===== src/rtl/mem_arbiter.sv =====
// mem_arbiter: shares one lc3b memory port between the instruction-fetch
// requester (read-only) and the data requester (read/write). The winning
// request is captured into registers and driven to memory until mem_resp;
// the response is routed back to the granted requester only.
module mem_arbiter #(
    parameter int DATA_PRIORITY = 0  // 0: round-robin on ties, 1: data always wins ties
) (
    input  logic        clk,
    input  logic        rst_n,

    input  logic        i_read,
    input  logic [15:0] i_address,
    output logic        i_resp,
    output logic [15:0] i_rdata,

    input  logic        d_read,
    input  logic        d_write,
    input  logic [15:0] d_address,
    input  logic [15:0] d_wdata,
    input  logic [1:0]  d_byte_enable,
    output logic        d_resp,
    output logic [15:0] d_rdata,

    output logic        mem_read,
    output logic        mem_write,
    output logic [15:0] mem_address,
    output logic [15:0] mem_wdata,
    output logic [1:0]  mem_byte_enable,
    input  logic        mem_resp,
    input  logic [15:0] mem_rdata
);

    typedef enum logic [1:0] {
        IDLE    = 2'd0,
        SERVE_I = 2'd1,
        SERVE_D = 2'd2
    } state_t;

    typedef enum logic {
        GRANT_I = 1'b0,
        GRANT_D = 1'b1
    } grant_t;

    state_t      state_q, state_d;
    grant_t      last_q, last_d;
    logic [15:0] addr_q, addr_d;
    logic [15:0] wdata_q, wdata_d;
    logic [1:0]  be_q, be_d;
    logic        write_q, write_d;

    logic        inst_req;
    logic        data_req;
    logic        pick_data;

    assign inst_req = i_read;
    assign data_req = d_read | d_write;

    // Tie-break: data wins under fixed priority, otherwise the port not served last.
    assign pick_data = data_req & (~inst_req | (DATA_PRIORITY != 0) | (last_q == GRANT_I));

    // State and captured-request registers; reset abandons any in-flight access.
    always_ff @(posedge clk or negedge rst_n) begin
        if (!rst_n) begin
            state_q <= IDLE;
            last_q  <= GRANT_I;
            addr_q  <= 16'h0000;
            wdata_q <= 16'h0000;
            be_q    <= 2'b00;
            write_q <= 1'b0;
        end else begin
            state_q <= state_d;
            last_q  <= last_d;
            addr_q  <= addr_d;
            wdata_q <= wdata_d;
            be_q    <= be_d;
            write_q <= write_d;
        end
    end

    // Next-state: grant from IDLE and capture the request; return to IDLE on mem_resp.
    always_comb begin
        state_d = state_q;
        last_d  = last_q;
        addr_d  = addr_q;
        wdata_d = wdata_q;
        be_d    = be_q;
        write_d = write_q;

        unique case (state_q)
            IDLE: begin
                if (pick_data) begin
                    state_d = SERVE_D;
                    last_d  = GRANT_D;
                    addr_d  = d_address;
                    wdata_d = d_wdata;
                    // A simultaneous read+write is issued as a write.
                    write_d = d_write;
                    be_d    = d_write ? d_byte_enable : 2'b11;
                end else if (inst_req) begin
                    state_d = SERVE_I;
                    last_d  = GRANT_I;
                    addr_d  = i_address;
                    wdata_d = 16'h0000;
                    write_d = 1'b0;
                    be_d    = 2'b11;
                end
            end
            SERVE_I, SERVE_D: begin
                if (mem_resp) begin
                    state_d = IDLE;
                end
            end
            default: begin
                state_d = IDLE;
            end
        endcase
    end

    // Memory strobes follow the serve state; responses go only to the granted port.
    always_comb begin
        mem_read        = 1'b0;
        mem_write       = 1'b0;
        i_resp          = 1'b0;
        d_resp          = 1'b0;
        i_rdata         = 16'h0000;
        d_rdata         = 16'h0000;
        mem_address     = addr_q;
        mem_wdata       = wdata_q;
        mem_byte_enable = be_q;

        if (state_q == SERVE_I) begin
            mem_read = 1'b1;
            if (mem_resp) begin
                i_resp  = 1'b1;
                i_rdata = mem_rdata;
            end
        end else if (state_q == SERVE_D) begin
            mem_read  = ~write_q;
            mem_write = write_q;
            if (mem_resp) begin
                d_resp  = 1'b1;
                d_rdata = mem_rdata;
            end
        end
    end

endmodule


===== config.mk =====
export PLATFORM = sky130hd
export DESIGN_NAME = mem_arbiter
export DESIGN_NICKNAME = d
export VERILOG_FILES = /design/src/rtl/mem_arbiter.sv
export SDC_FILE = /design/constraint.sdc
export NUM_CORES = 1
export LEC_CHECK = 0
export CORE_AREA = 2 2 75 77
export CTS_CLUSTER_DIAMETER = 60
export CTS_CLUSTER_SIZE = 12
export DETAILED_ROUTE_END_ITERATION = 10
export DIE_AREA = 0 0 77 79
export HOLD_SLACK_MARGIN = 0.12
export PLACE_DENSITY = 0.86
export SETUP_SLACK_MARGIN = 0.5
export SYNTH_ARGS = -nofsm -noshare
export SYNTH_HDL_FRONTEND = slang
export SYNTH_SLANG_ARGS = --single-unit
export TNS_END_PERCENT = 20

===== constraint.sdc =====
create_clock -name clk -period 3.8 [get_ports clk]
set_input_delay 0.76 -clock clk [delete_from_list [all_inputs] [get_ports clk]]
set_output_delay 0.76 -clock clk [all_outputs]
set_load 0.02 [all_outputs]

# Word level (Yosys, flattened, before mapping)
# Index checks and enable logic that the tools add are counted.
[classes]
n_reduce_logical = 5
n_bitwise = 6
mux = 26
n_eq_ne = 4
[op_table]
columns = ["operator", "n"]
rows = [
  ["$mux 16", 8],
  ["$mux 2", 6],
  ["$mux 1", 11],
  ["$pmux 2 s2", 1],
  ["$reduce_and 2->1", 2],
  ["$ne 3x3->1 const B", 1],
  ["$not 1->1", 3],
  ["$eq 2x1->1 const B", 1],
  ["$eq 2x2->1 const B", 1],
  ["$logic_not 2->1", 1],
  ["$ne 2x2->1 const B", 1],
  ["$or 1x1->1", 2],
  ["$reduce_bool 2->1", 1],
  ["$reduce_or 2->1", 1],
  ["$and 1x1->1", 1],
]
[totals]
reg_bits = 38
in_bits = 72

# Depth between registers and ports, before layout
[depth]
word_depth = 5
depth_mapped = 6

# Least setup slack after synthesis
# Ideal clock, no wire load.
[synth_timing]
path_type = "input-to-output"
start = "input port mem_resp"
end = "output port d_rdata[0]"
arrival_ns = 1.551
path_slack_ns = 1.489
path_stages = 4
path_buffers = 2
required_time_ns = 3.040
cell_sequence = "and3b_1 clkbuf_1 buf_2 and2_1"
[synth_via]
elab_chain_cells = 3
[synth_lines]
columns = ["element", "line_no", "text"]
rows = [
  ["start, declared", "29", "input logic mem_resp,"],
  ["$mux 16", "140", "if (mem_resp) begin"],
  ["$mux 16", "137", "end else if (state_q == SERVE_D) begin"],
  ["$mux 16", "131", "if (state_q == SERVE_I) begin"],
  ["end, declared", "22", "output logic [15:0] d_rdata,"],
]
# Every way passes these cells.

# Worst setup path after layout
[layout_timing]
start = "input port mem_resp"
end = "output port d_rdata[11]"
# Same word-level chain as after synthesis.

==> flow_metrics.env <==
export IMPL_synth_top_cells_by_count="38 x dfrtp_1, 18 x a22o_1, 18 x and2_1"
export IMPL_grt_overflow=0
export IMPL_design_die_area_sq_um=6080
export IMPL_clock_insertion_delay_worst_skew_ns=0.27
export IMPL_max_capacitance_violation_count=0
export IMPL_critical_path_slowest_cell="clkdlybuf4s50_1"
export IMPL_min_path_type="reg -> reg"
export IMPL_worst_setup_hold_path_clk_slew_ns=0.07
export IMPL_numPlacedInstances=376
export IMPL_remaining_drc_errors=0
export IMPL_fp_coreArea_sq_um=5340
export IMPL_number_of_sinks_driven_by_the_clock_tree=38
export IMPL_ant_nets=0
export IMPL_timing_worst_slew_pin_value_ns=0.830
export IMPL_syn_avg_cell_area_sq_um=11.0
export IMPL_synth_warnings=0
export IMPL_leakagePower_nw=1.52
export IMPL_timing_slew_headroom=0.447
export IMPL_die_height_um=79
export IMPL_post_dp_hpwl_um=4080
export IMPL_route_detailed_wl_per_inst_um=13.6
export IMPL_n_antenna_cell=0
export IMPL_min_period_ns=3.11
export IMPL_netlist_area_sq_um=1910
export IMPL_slew_viol_final=0
export IMPL_clock_tree_root_cell="clkbuf_8"
export IMPL_floorplan_initialDensity=0.357
export IMPL_crit_required_ns=3.04
export IMPL_setup_total_negative_slack_ns=0
export IMPL_grt_setup_unrepaired="false"
export IMPL_criticalPathCategory="in -> out"
export IMPL_grt_first_pass_wirelength_um=8560
export IMPL_yosys_most_used_dff="dfrtp_1"
export IMPL_path_cells="clkdlybuf4s50_1, and3b_2, and2_1, clkdlybuf4s50_1"
export IMPL_gr_usage_all_layers=0.174
export IMPL_timing_critical_path_to_type="output pin"
export IMPL_final_number_of_setup_violating_endpoints=0
export IMPL_crit_path_max_incr_delay_ns=0.61
export IMPL_i_o_pin_cnt=142
export IMPL_via_count=1781
export IMPL_synth_yosys_seq_area_share=0.499
export IMPL_crit_path_top_cell_by_count="clkdlybuf4s50_1"
export IMPL_hold_slack_ns=0.483
export IMPL_fp_dieW_um=77
export IMPL_synth_most_common_cell="dfrtp_1"
export IMPL_worst_path_buf_inv=2
export IMPL_synth_edff_count=0
export IMPL_drt_iter0_drc=49
export IMPL_yosys_top_cells_area="dfrtp_1 50%, mux2i_1 8.4%, a22o_1 8.3%, and2_1 5.9%, and3_1 5.2%"
export IMPL_worst_clock_skew_ns=0.00439
export IMPL_post_cts_setup_buffers=0
export IMPL_data_arrival_critical_path_ns=2.35
export IMPL_post_synth_inst_count=173
export IMPL_power_density_nw_per_um2=731
export IMPL_dr_vias_cell=4.65
export IMPL_yosys_register_bits=38
export IMPL_first_pass_iters=4
export IMPL_netlist_top_cell_by_area="dfrtp_1"
export IMPL_grt_start_max_net_pins=39
export IMPL_cts_tree="built"
export IMPL_cts_hold_repair_buffers=0
export IMPL_synth_nets=248
export IMPL_period_share=0.819
export IMPL_hold_viol_final=0
export IMPL_cts_htree_levels=2
export IMPL_drt_wl_total_um=5190
export IMPL_gp_congestion=0.764
export IMPL_deepest_clock_path_buffer_count=2
export IMPL_synth_top_cell_area_share=0.499
export IMPL_area_growth_syn_to_layout_pct=81.2
export IMPL_crit_family="buffers and inverters"
export IMPL_worst_setup_path_start_kind="input port"
export IMPL_async_sr_flop_fraction=1.00
export IMPL_grt_pass1_vias=1737
export IMPL_run_status="finished clean"
export IMPL_crit_fanout=17
export IMPL_cts_buffers=5
export IMPL_finish_net_count=386
export IMPL_synth_cell_type_count=26
export IMPL_fmax_mhz=321
export IMPL_ir_worst_vdd_uv=429
export IMPL_core_rowCount=27
export IMPL_final_cells=383
export IMPL_numPortBuffers=141
export IMPL_totalPowerFinal_mw=2.53
export IMPL_drive_above_1_share=0.0482
export IMPL_antenna_found_initial=0
-- metrics by stage --
stage	util	setup slack (ns)	cell area (sq um)
global placement	0.626	0.653	3340
floorplan	-	1.49	1910
finish	0.647	0.687	3450
global route	0.647	0.536	3450
detailed placement	0.626	0.551	3340
CTS	0.647	0.547	3450
-- cells by family (layout without fill, tap and decap cells) --
family                   Yosys count  in the layout  synth area share
AO/OA/AOI/OAI                     43             43             0.182
adder cells (fa/ha/maj)            3              3            0.0197
buffers and inverters             16            154            0.0505
flip-flops                        38             38             0.499
multiplexers                      16             16            0.0840
AND/OR/NAND/NOR                   57             57             0.165
-- registers in the layout (all words and copies together), names as in the netlist --
register and cells:
last_q 1, write_q 1, mem_byte_enable 2, mem_wdata 16, state_q 2, mem_address 16
-- placed cells by master (no fill, tap or decap), drive strengths merged, types with 2 or more instances in the layout --
cell type,count
mux2i,16
o21ai,17
clkbuf,6
o22a,2
and2,18
nor2b,2
a22o,18
dfrtp,38
ha,3
a21o,3
nand2,16
and3,16
buf,4
clkdlybuf4s50,140
inv,3
-- routing by layer --
metal,global-route usage,up-vias,part of all wire
li1,-,885,-
met2,0.310,73,0.51
met5,0,-,0
met1,0.208,821,0.42
met4,0.0357,0,0.0033
met3,0.0545,2,0.070
-- power breakdown --
part	leakage [nW]	internal, mW	switching (mW)
Clock	0.0573	0.210	0.130
Combinational	0.989	0.725	0.739
Sequential	0.468	0.609	0.113
-- cell type report --
type | count | area, sq um
fillers | 475 | 1880
flip-flops and latches | 38 | 951
repair buffers | 144 | 1430
well taps | 72 | 90.1
inverters | 3 | 11.3
multi-input cells | 119 | 861
clock buffers | 6 | 82.6
clock inverters | 1 | 30.0
-- path summary, 6_finish.rpt --
kind / from / to / slack [ns] / depth (start not counted)
setup reg to reg: state_q[1] / mem_wdata[0] / 2.19 / 4
hold / removal: mem_address[12] / mem_address[12] / 0.48 / 2
min in group asynchronous: rst_n / mem_address[5] / 0.58 / 1
max in group asynchronous: rst_n / mem_wdata[2] / 2.70 / 1
setup / recovery: mem_resp / d_rdata[11] / 0.69 / 4
hold reg to reg: mem_address[12] / mem_address[12] / 0.48 / 2
-- worst min-delay path, cell delays in order, from the launching register on --
cell and delay [ns]:
dfrtp_1 0.34, nand2_1 0.05, o21ai_1 0.06
-- timing repair --
action	CTS	global route
gates resized for setup	0	1
setup endpoints to repair	0	16
endpoints found under the hold margin	0	0
Power figures use the tool's default switching activity.
